===== src/rtl/neander_x_pkg.sv =====
// Shared NEANDER-X definitions: divider FSM states and sizing constants.
package neander_x_pkg;

   typedef enum logic [1:0] {
      DIV_IDLE,
      DIV_RUN,
      DIV_DONE
   } div_state_t;

   localparam int DIV_WIDTH = 8;
   localparam int DIV_CNT_W = $clog2(DIV_WIDTH + 1);

endpackage


===== src/rtl/neander_seq_divider.sv =====
// Sequential restoring divider for the NEANDER-X ALU (DIV/MOD), one quotient bit per cycle.
// Build option NEANDER_DIV_FAST_ZERO_EN: a zero divisor completes immediately instead of iterating.
module neander_seq_divider
   import neander_x_pkg::*;
#(
   parameter int WIDTH = DIV_WIDTH
) (
   input  logic             clk,
   input  logic             reset,
   input  logic             start,
   input  logic [WIDTH-1:0] dividend,
   input  logic [WIDTH-1:0] divisor,
   output logic             busy,
   output logic             done,
   output logic [WIDTH-1:0] div_quotient,
   output logic [WIDTH-1:0] div_remainder,
   output logic             div_by_zero
);

   localparam int CNT_W = $clog2(WIDTH + 1);

   div_state_t       state_q, state_d;
   logic [CNT_W-1:0] cnt_q;
   logic [WIDTH:0]   rem_q;
   logic [WIDTH-1:0] quo_q;
   logic [WIDTH-1:0] dsr_q;

   logic             accept;
   logic             last_iter;
   logic             fast_zero;
   logic [WIDTH+1:0] shifted;
   logic [WIDTH+1:0] trial;
   logic [WIDTH:0]   rem_nxt;
   logic [WIDTH-1:0] quo_nxt;

   // One restoring step; the partial remainder stays below the divisor, so the top bit of shifted is 0
   // and the sign of trial tells whether the subtraction fits.
   always_comb begin
      shifted = {rem_q, quo_q[WIDTH-1]};
      trial   = shifted - {2'b00, dsr_q};
      if (trial[WIDTH+1]) begin
         rem_nxt = shifted[WIDTH:0];
         quo_nxt = {quo_q[WIDTH-2:0], 1'b0};
      end else begin
         rem_nxt = trial[WIDTH:0];
         quo_nxt = {quo_q[WIDTH-2:0], 1'b1};
      end
   end

   always_comb begin
      accept    = start && (state_q == DIV_IDLE || state_q == DIV_DONE);
      last_iter = (cnt_q == CNT_W'(WIDTH - 1));
`ifdef NEANDER_DIV_FAST_ZERO_EN
      fast_zero = accept && (divisor == '0);
`else
      fast_zero = 1'b0;
`endif
      state_d = state_q;
      case (state_q)
         DIV_IDLE, DIV_DONE: begin
            if (accept) state_d = fast_zero ? DIV_DONE : DIV_RUN;
            else        state_d = DIV_IDLE;
         end
         DIV_RUN: if (last_iter) state_d = DIV_DONE;
         default: state_d = DIV_IDLE;
      endcase
   end

   always_ff @(posedge clk) begin
      if (reset) state_q <= DIV_IDLE;
      else       state_q <= state_d;
   end

   // Iteration counter and architecturally visible results
   always_ff @(posedge clk) begin
      if (reset) begin
         cnt_q         <= '0;
         div_quotient  <= '0;
         div_remainder <= '0;
         div_by_zero   <= 1'b0;
      end else if (accept) begin
         cnt_q       <= '0;
         div_by_zero <= (divisor == '0);
         if (fast_zero) begin
            div_quotient  <= '1;
            div_remainder <= dividend;
         end
      end else if (state_q == DIV_RUN) begin
         cnt_q <= cnt_q + 1'b1;
         if (last_iter) begin
            div_quotient  <= quo_nxt;
            div_remainder <= rem_nxt[WIDTH-1:0];
         end
      end
   end

   // Working registers are fully reloaded on every accepted start, so they need no reset
   always_ff @(posedge clk) begin
      if (accept) begin
         quo_q <= dividend;
         dsr_q <= divisor;
         rem_q <= '0;
      end else if (state_q == DIV_RUN) begin
         quo_q <= quo_nxt;
         rem_q <= rem_nxt;
      end
   end

   assign busy = (state_q == DIV_RUN);
   assign done = (state_q == DIV_DONE);

endmodule


===== config.mk =====
export PLATFORM = sky130hd
export DESIGN_NAME = neander_seq_divider
export DESIGN_NICKNAME = d
export VERILOG_FILES = /design/src/rtl/neander_x_pkg.sv /design/src/rtl/neander_seq_divider.sv
export SDC_FILE = /design/constraint.sdc
export NUM_CORES = 1
export LEC_CHECK = 0
export BUFFER_PORTS_ARGS = -buffer_cell sky130_fd_sc_hd__buf_2
export CAP_MARGIN = 30
export CORE_MARGIN = 2
export CORE_UTILIZATION = 55
export DETAILED_ROUTE_END_ITERATION = 12
export PLACE_DENSITY_LB_ADDON = 0.15
export SYNTH_ARGS = -nofsm -noshare
export SYNTH_HDL_FRONTEND = slang
export SYNTH_SLANG_ARGS = --single-unit
export TNS_END_PERCENT = 1

===== constraint.sdc =====
create_clock -name clk -period 2.8 [get_ports clk]
set_clock_uncertainty 0.2 [all_clocks]
set_input_delay 0.14 -clock clk [delete_from_list [all_inputs] [get_ports clk]]
set_output_delay 0.14 -clock clk [all_outputs]
set_load 0.01 [all_outputs]

# Word-level counts from Yosys, hierarchy flattened

Index checks and enable logic that the tools add are counted.

Flip-flop bits (word level): 48
Input port bits: 19
Output and inout port bits: 19

Add/sub/neg operators: 2
Equal/unequal tests: 4
Multiplexer cells: 7
Bitwise operators: 1
Reduce and logical (&&, ||, !) cells: 8

Operator list:

| kind                                                  | number |
|---|---|
| two-way mux 8 bit                                     | 2 |
| subtractor 10 x 8 -> 10 bit                           | 1 |
| two-way mux 9 bit                                     | 1 |
| zero test 8 bit                                       | 1 |
| adder 4 x 1 -> 4 bit, second input constant           | 1 |
| equality test 4 x 3 -> 1 bit, second input constant   | 1 |
| one-hot mux 2 bit (2 select lines)                    | 1 |
| OR reduction 2 bit                                    | 2 |
| AND reduction 3 bit                                   | 1 |
| equality test 2 x 1 -> 1 bit, second input constant   | 1 |
| equality test 2 bit, second input constant            | 1 |
| zero test 2 bit                                       | 1 |
| two-way mux 1 bit                                     | 2 |
| two-way mux 2 bit                                     | 1 |
| inequality test 2 x 1 -> 1 bit, second input constant | 1 |
| nonzero test 2 bit                                    | 1 |
| logical AND 1 bit                                     | 1 |
| logical OR 1 bit                                      | 1 |
| inverter 1 bit                                        | 1 |

# Logic depth before layout (Yosys ltp)

Depth in word-level cells: 5
Depth in mapped cells: 8
Gate-level depth less buffers: 8

# Worst setup path after synthesis

OpenSTA, ideal clock, no wires.

Path type: reg2reg
Start point: register rem_q[3]
End point: register div_remainder[4]
Setup time: 0.116 ns
Arrival time: 1.846 ns
Setup slack: 0.639 ns
Cell stages (with the launch flop): 7
Buffers on the path: 0
Cell sequence: dfxtp_1 ha_1 a21oi_2 o221ai_2 o21a_2 or4_1 and3_1

Longest elaborated chain between the ends: 2

RTL lines:

| item                        | line                       | RTL |
|---|---|---|
| start: declaration          | neander_seq_divider.sv:24  | `logic [WIDTH:0] rem_q;` |
| start signal: assignment    | neander_seq_divider.sv:105 | `rem_q <= rem_nxt;` |
| subtractor 10 x 8 -> 10 bit | neander_seq_divider.sv:40  | `trial = shifted - {2'b00, dsr_q};` |
| two-way mux 9 bit (*)       | neander_seq_divider.sv:41  | `if (trial[WIDTH+1]) begin` |
| end signal: assignment      | neander_seq_divider.sv:86  | `div_remainder <= dividend;` |
| end signal: assignment      | neander_seq_divider.sv:92  | `div_remainder <= rem_nxt[WIDTH-1:0];` |
| end: declaration            | neander_seq_divider.sv:16  | `output logic [WIDTH-1:0] div_remainder,` |

Mark *: on every way between the ends. The rest lies on a longest branch, timed or not.
A chain may end at the register's enable or synchronous reset.

# Worst setup path in the final report

Start point: register rem_q[3]
End point: register rem_q[1]

Longest elaborated chain between the ends: 2

RTL lines:

| item                        | line |
|---|---|
| subtractor 10 x 8 -> 10 bit | neander_seq_divider.sv:40 |
| two-way mux 9 bit           | neander_seq_divider.sv:41 |

No other way between the ends.

==> results_dict.tcl <==
set metrics [dict create \
    arrival_ns 2.52 \
    synth-simple-area-share 0.187 \
    hold_viol 0 \
    setup_viol 0 \
    dp.cells 345 \
    muxShareOfSynthArea 0.0358 \
    synth_ff_type "dfxtp_1" \
    place_congestion 0.921 \
    synth_compound_area_frac 0.209 \
    synth_nets 292 \
    cts-root-buf "clkbuf_8" \
    fin_tns_setup_ns 0 \
    drtPass1Iterations 4 \
    start_util 0.570 \
    p_leak_uw 0.00121 \
    cts_resized 0 \
    syn-cell-area_mm2 0.00248 \
    grt_use_total 0.262 \
    final_nets 345 \
    htreeDepth 2 \
    criticalPathCategory "flop to flop" \
    switching_share 0.354 \
    max_freq_mhz 399 \
    vias_per_cell 5.84 \
    crit_path_max_fanout 17 \
    grt_pass1_vias 2169 \
    drv_slew 0 \
    grt_max_degree 29 \
    synth_fa_ha_area_frac 0.0534 \
    regArea_mm2 0.00112 \
    p_sw_uw 678 \
    io_buffers 37 \
    clkTransAtPathRegs_ns 0.09 \
    synth_warnings 0 \
    worst_slew_pin_slew_ns 0.541 \
    internal_power_uw 1240 \
    final_cells 369 \
    drt-initial-drc-count 201 \
    antenna_left 0 \
    hp-class "input pin to flop" \
    cts_sinks 48 \
    yosys.area_share.xor_xnor 0.0141 \
    rsz0062_at_grt "no" \
    combPwrFrac 0.322 \
    synth_edf_count 16 \
    antenna_cells 0 \
    wl_mm 6.17 \
    synth_top_family_by_area "compound AO/OA/AOI/OAI gates" \
    num_rows 24 \
    synth_cell_types 52 \
    async_reset_ff_frac 0 \
    grt_overflow 0 \
    io_pins 38 \
    synthCells 263 \
    die_w_um 71.2 \
    critPathCaptureType "flop" \
    fin_crit_sh 0.896 \
    vdd_drop_max_v 0.000325 \
    grt_pass1_wl_mm 10.4 \
    max_slew_margin 0.636 \
    max_cap_violations 0 \
    layout_commonest_cell "buf_2" \
    drive_gt1_frac 0.233 \
    syn_to_final_growth_pct 20.5 \
    vias 2156 \
    min_period_ns 2.51 \
    multiInputGateArea_mm2 0.00124 \
    antenna_found_initial 0 \
    seqPwrFrac 0.447 \
    dieArea_mm2 0.00507 \
    ys_seq_area_frac 0.451 \
    fillCellCount 344 \
    cts_tree "yes" \
    die_y_um 71.2 \
    status "finished, final reports clean" \
    pwr_density_cell_mw_per_mm2 640 \
    post_cts_buffers 0 \
    syn_area_per_cell_um2 9.44 \
    mostFrequentLayoutCells "buf_2 (37), dfxtp_1 (32), nand2_1 (29)" \
    start_kind "flop" \
    hpwl_mm 4.12 \
    ys_ff_latch 48 \
    power_frac_clock 0.231 \
    cts_buffers 5 \
    cts_buffer_depth 2 \
    core_mm2 0.00435 \
    drc 0 \
    wl_per_cell_um 16.7 \
    clk_latency_ns 0.30 \
    crit_required_ns 2.81 \
]
## sequential cells by signal, indices dropped and copies added (netlist names)
register / count
state_q: 2
div_remainder: 8
div_quotient: 8
div_by_zero: 1
cnt_q: 4
dsr_q: 8
rem_q: 9
quo_q: 8
## cells in the mapped netlist (all sizes together) (2+ instances only)
cell type  number  area (µm²)
a2111oi         3        45.0
a21oi          14        73.8
a32oi           2        17.5
and3            2        12.5
buf             6        31.3
clkbuf         10        37.5
dfxtp          32         641
edfxtp         16         480
ha              9         113
inv            14        52.6
mux2            7        78.8
nand2          29         109
nand2b          3        18.8
nand3           8        40.0
nand3b          4        30.0
nor2           20        75.1
nor2b           3        18.8
nor3           10        55.1
nor4            3        25.0
o211ai         18         140
o21a            6        46.3
o21ai          12        60.1
o21bai          2        15.0
o311ai          3        33.8
or2             2        12.5
or3             6        37.5
xor2            3        26.3
## worst paths after layout
path	start	end	cells after the start	slack, ns
max	rem_q[3]	rem_q[1]	7	0.29
min	reset	state_q[0]	2	0.1
max reg2reg	rem_q[3]	rem_q[1]	7	0.29
min reg2reg	div_quotient[5]	div_quotient[5]	2	0.25
## cell families (layout without fill, tap and decap cells)
kind of cell,after synthesis,after routing
muxes,8,8
AOI/OAI and AO/OA,69,69
buffers and inverters,30,84
and+or+nand+nor,94,94
DFF,48,48
adders and majority gates,10,10
xor gates and xnor gates,4,4
## per-layer routing
layer,vias up,global-route usage,share of wire
li1,1072,-,-
met1,1008,0.367,0.46
met2,61,0.413,0.48
met3,15,0.0456,0.043
met4,0,0.0881,0.018
met5,-,0,0
## layout make-up
cell class,count,share of cell area
well taps,52,0.0217
repair buffers,62,0.138
inverters,14,0.0176
clock buffers,6,0.0276
flip-flops and latches,48,0.375
clock inverters,2,0.00460
multi-input cells,185,0.416
## power by group through the flow
stage | clock network (µW) | logic [µW] | registers [µW]
3_3_place_gp | 0 | 574 | 868
2_1_floorplan | 0 | 440 | 850
3_5_place_dp | 0 | 586 | 870
5_1_grt | 480 | 679 | 865
4_1_cts | 453 | 605 | 855
6_report | 442 | 617 | 857
## stage by stage
stage	total power, µW	area (µm²)	setup slack [ns]	util	hold slack, ns
after global routing	2020	2990	0.158	0.687	0.120
after CTS	1910	2990	0.327	0.687	0.0835
final	1920	2990	0.291	0.687	0.0952
after global placement	1440	2740	0.410	0.628	0.134
after detailed placement	1460	2740	0.346	0.628	0.136
after floorplan	1290	2480	0.639	-	0.0389
## timing repair
action                                 4_1_cts  5_1_grt
endpoints found under the hold margin       17        0
hold buffers                                16        0
setup endpoints to repair                    0        0
## worst max-delay path, cell delays in order, from the launching register on
cell and delay (ns):
dfxtp_1 0.35, ha_1 0.40, a21oi_2 0.23, o221ai_2 0.13, o21a_2 0.31, or2_1 0.37
buf_4 0.21, o311ai_2 0.21
No activity file was read; power rests on OpenSTA's default activity.
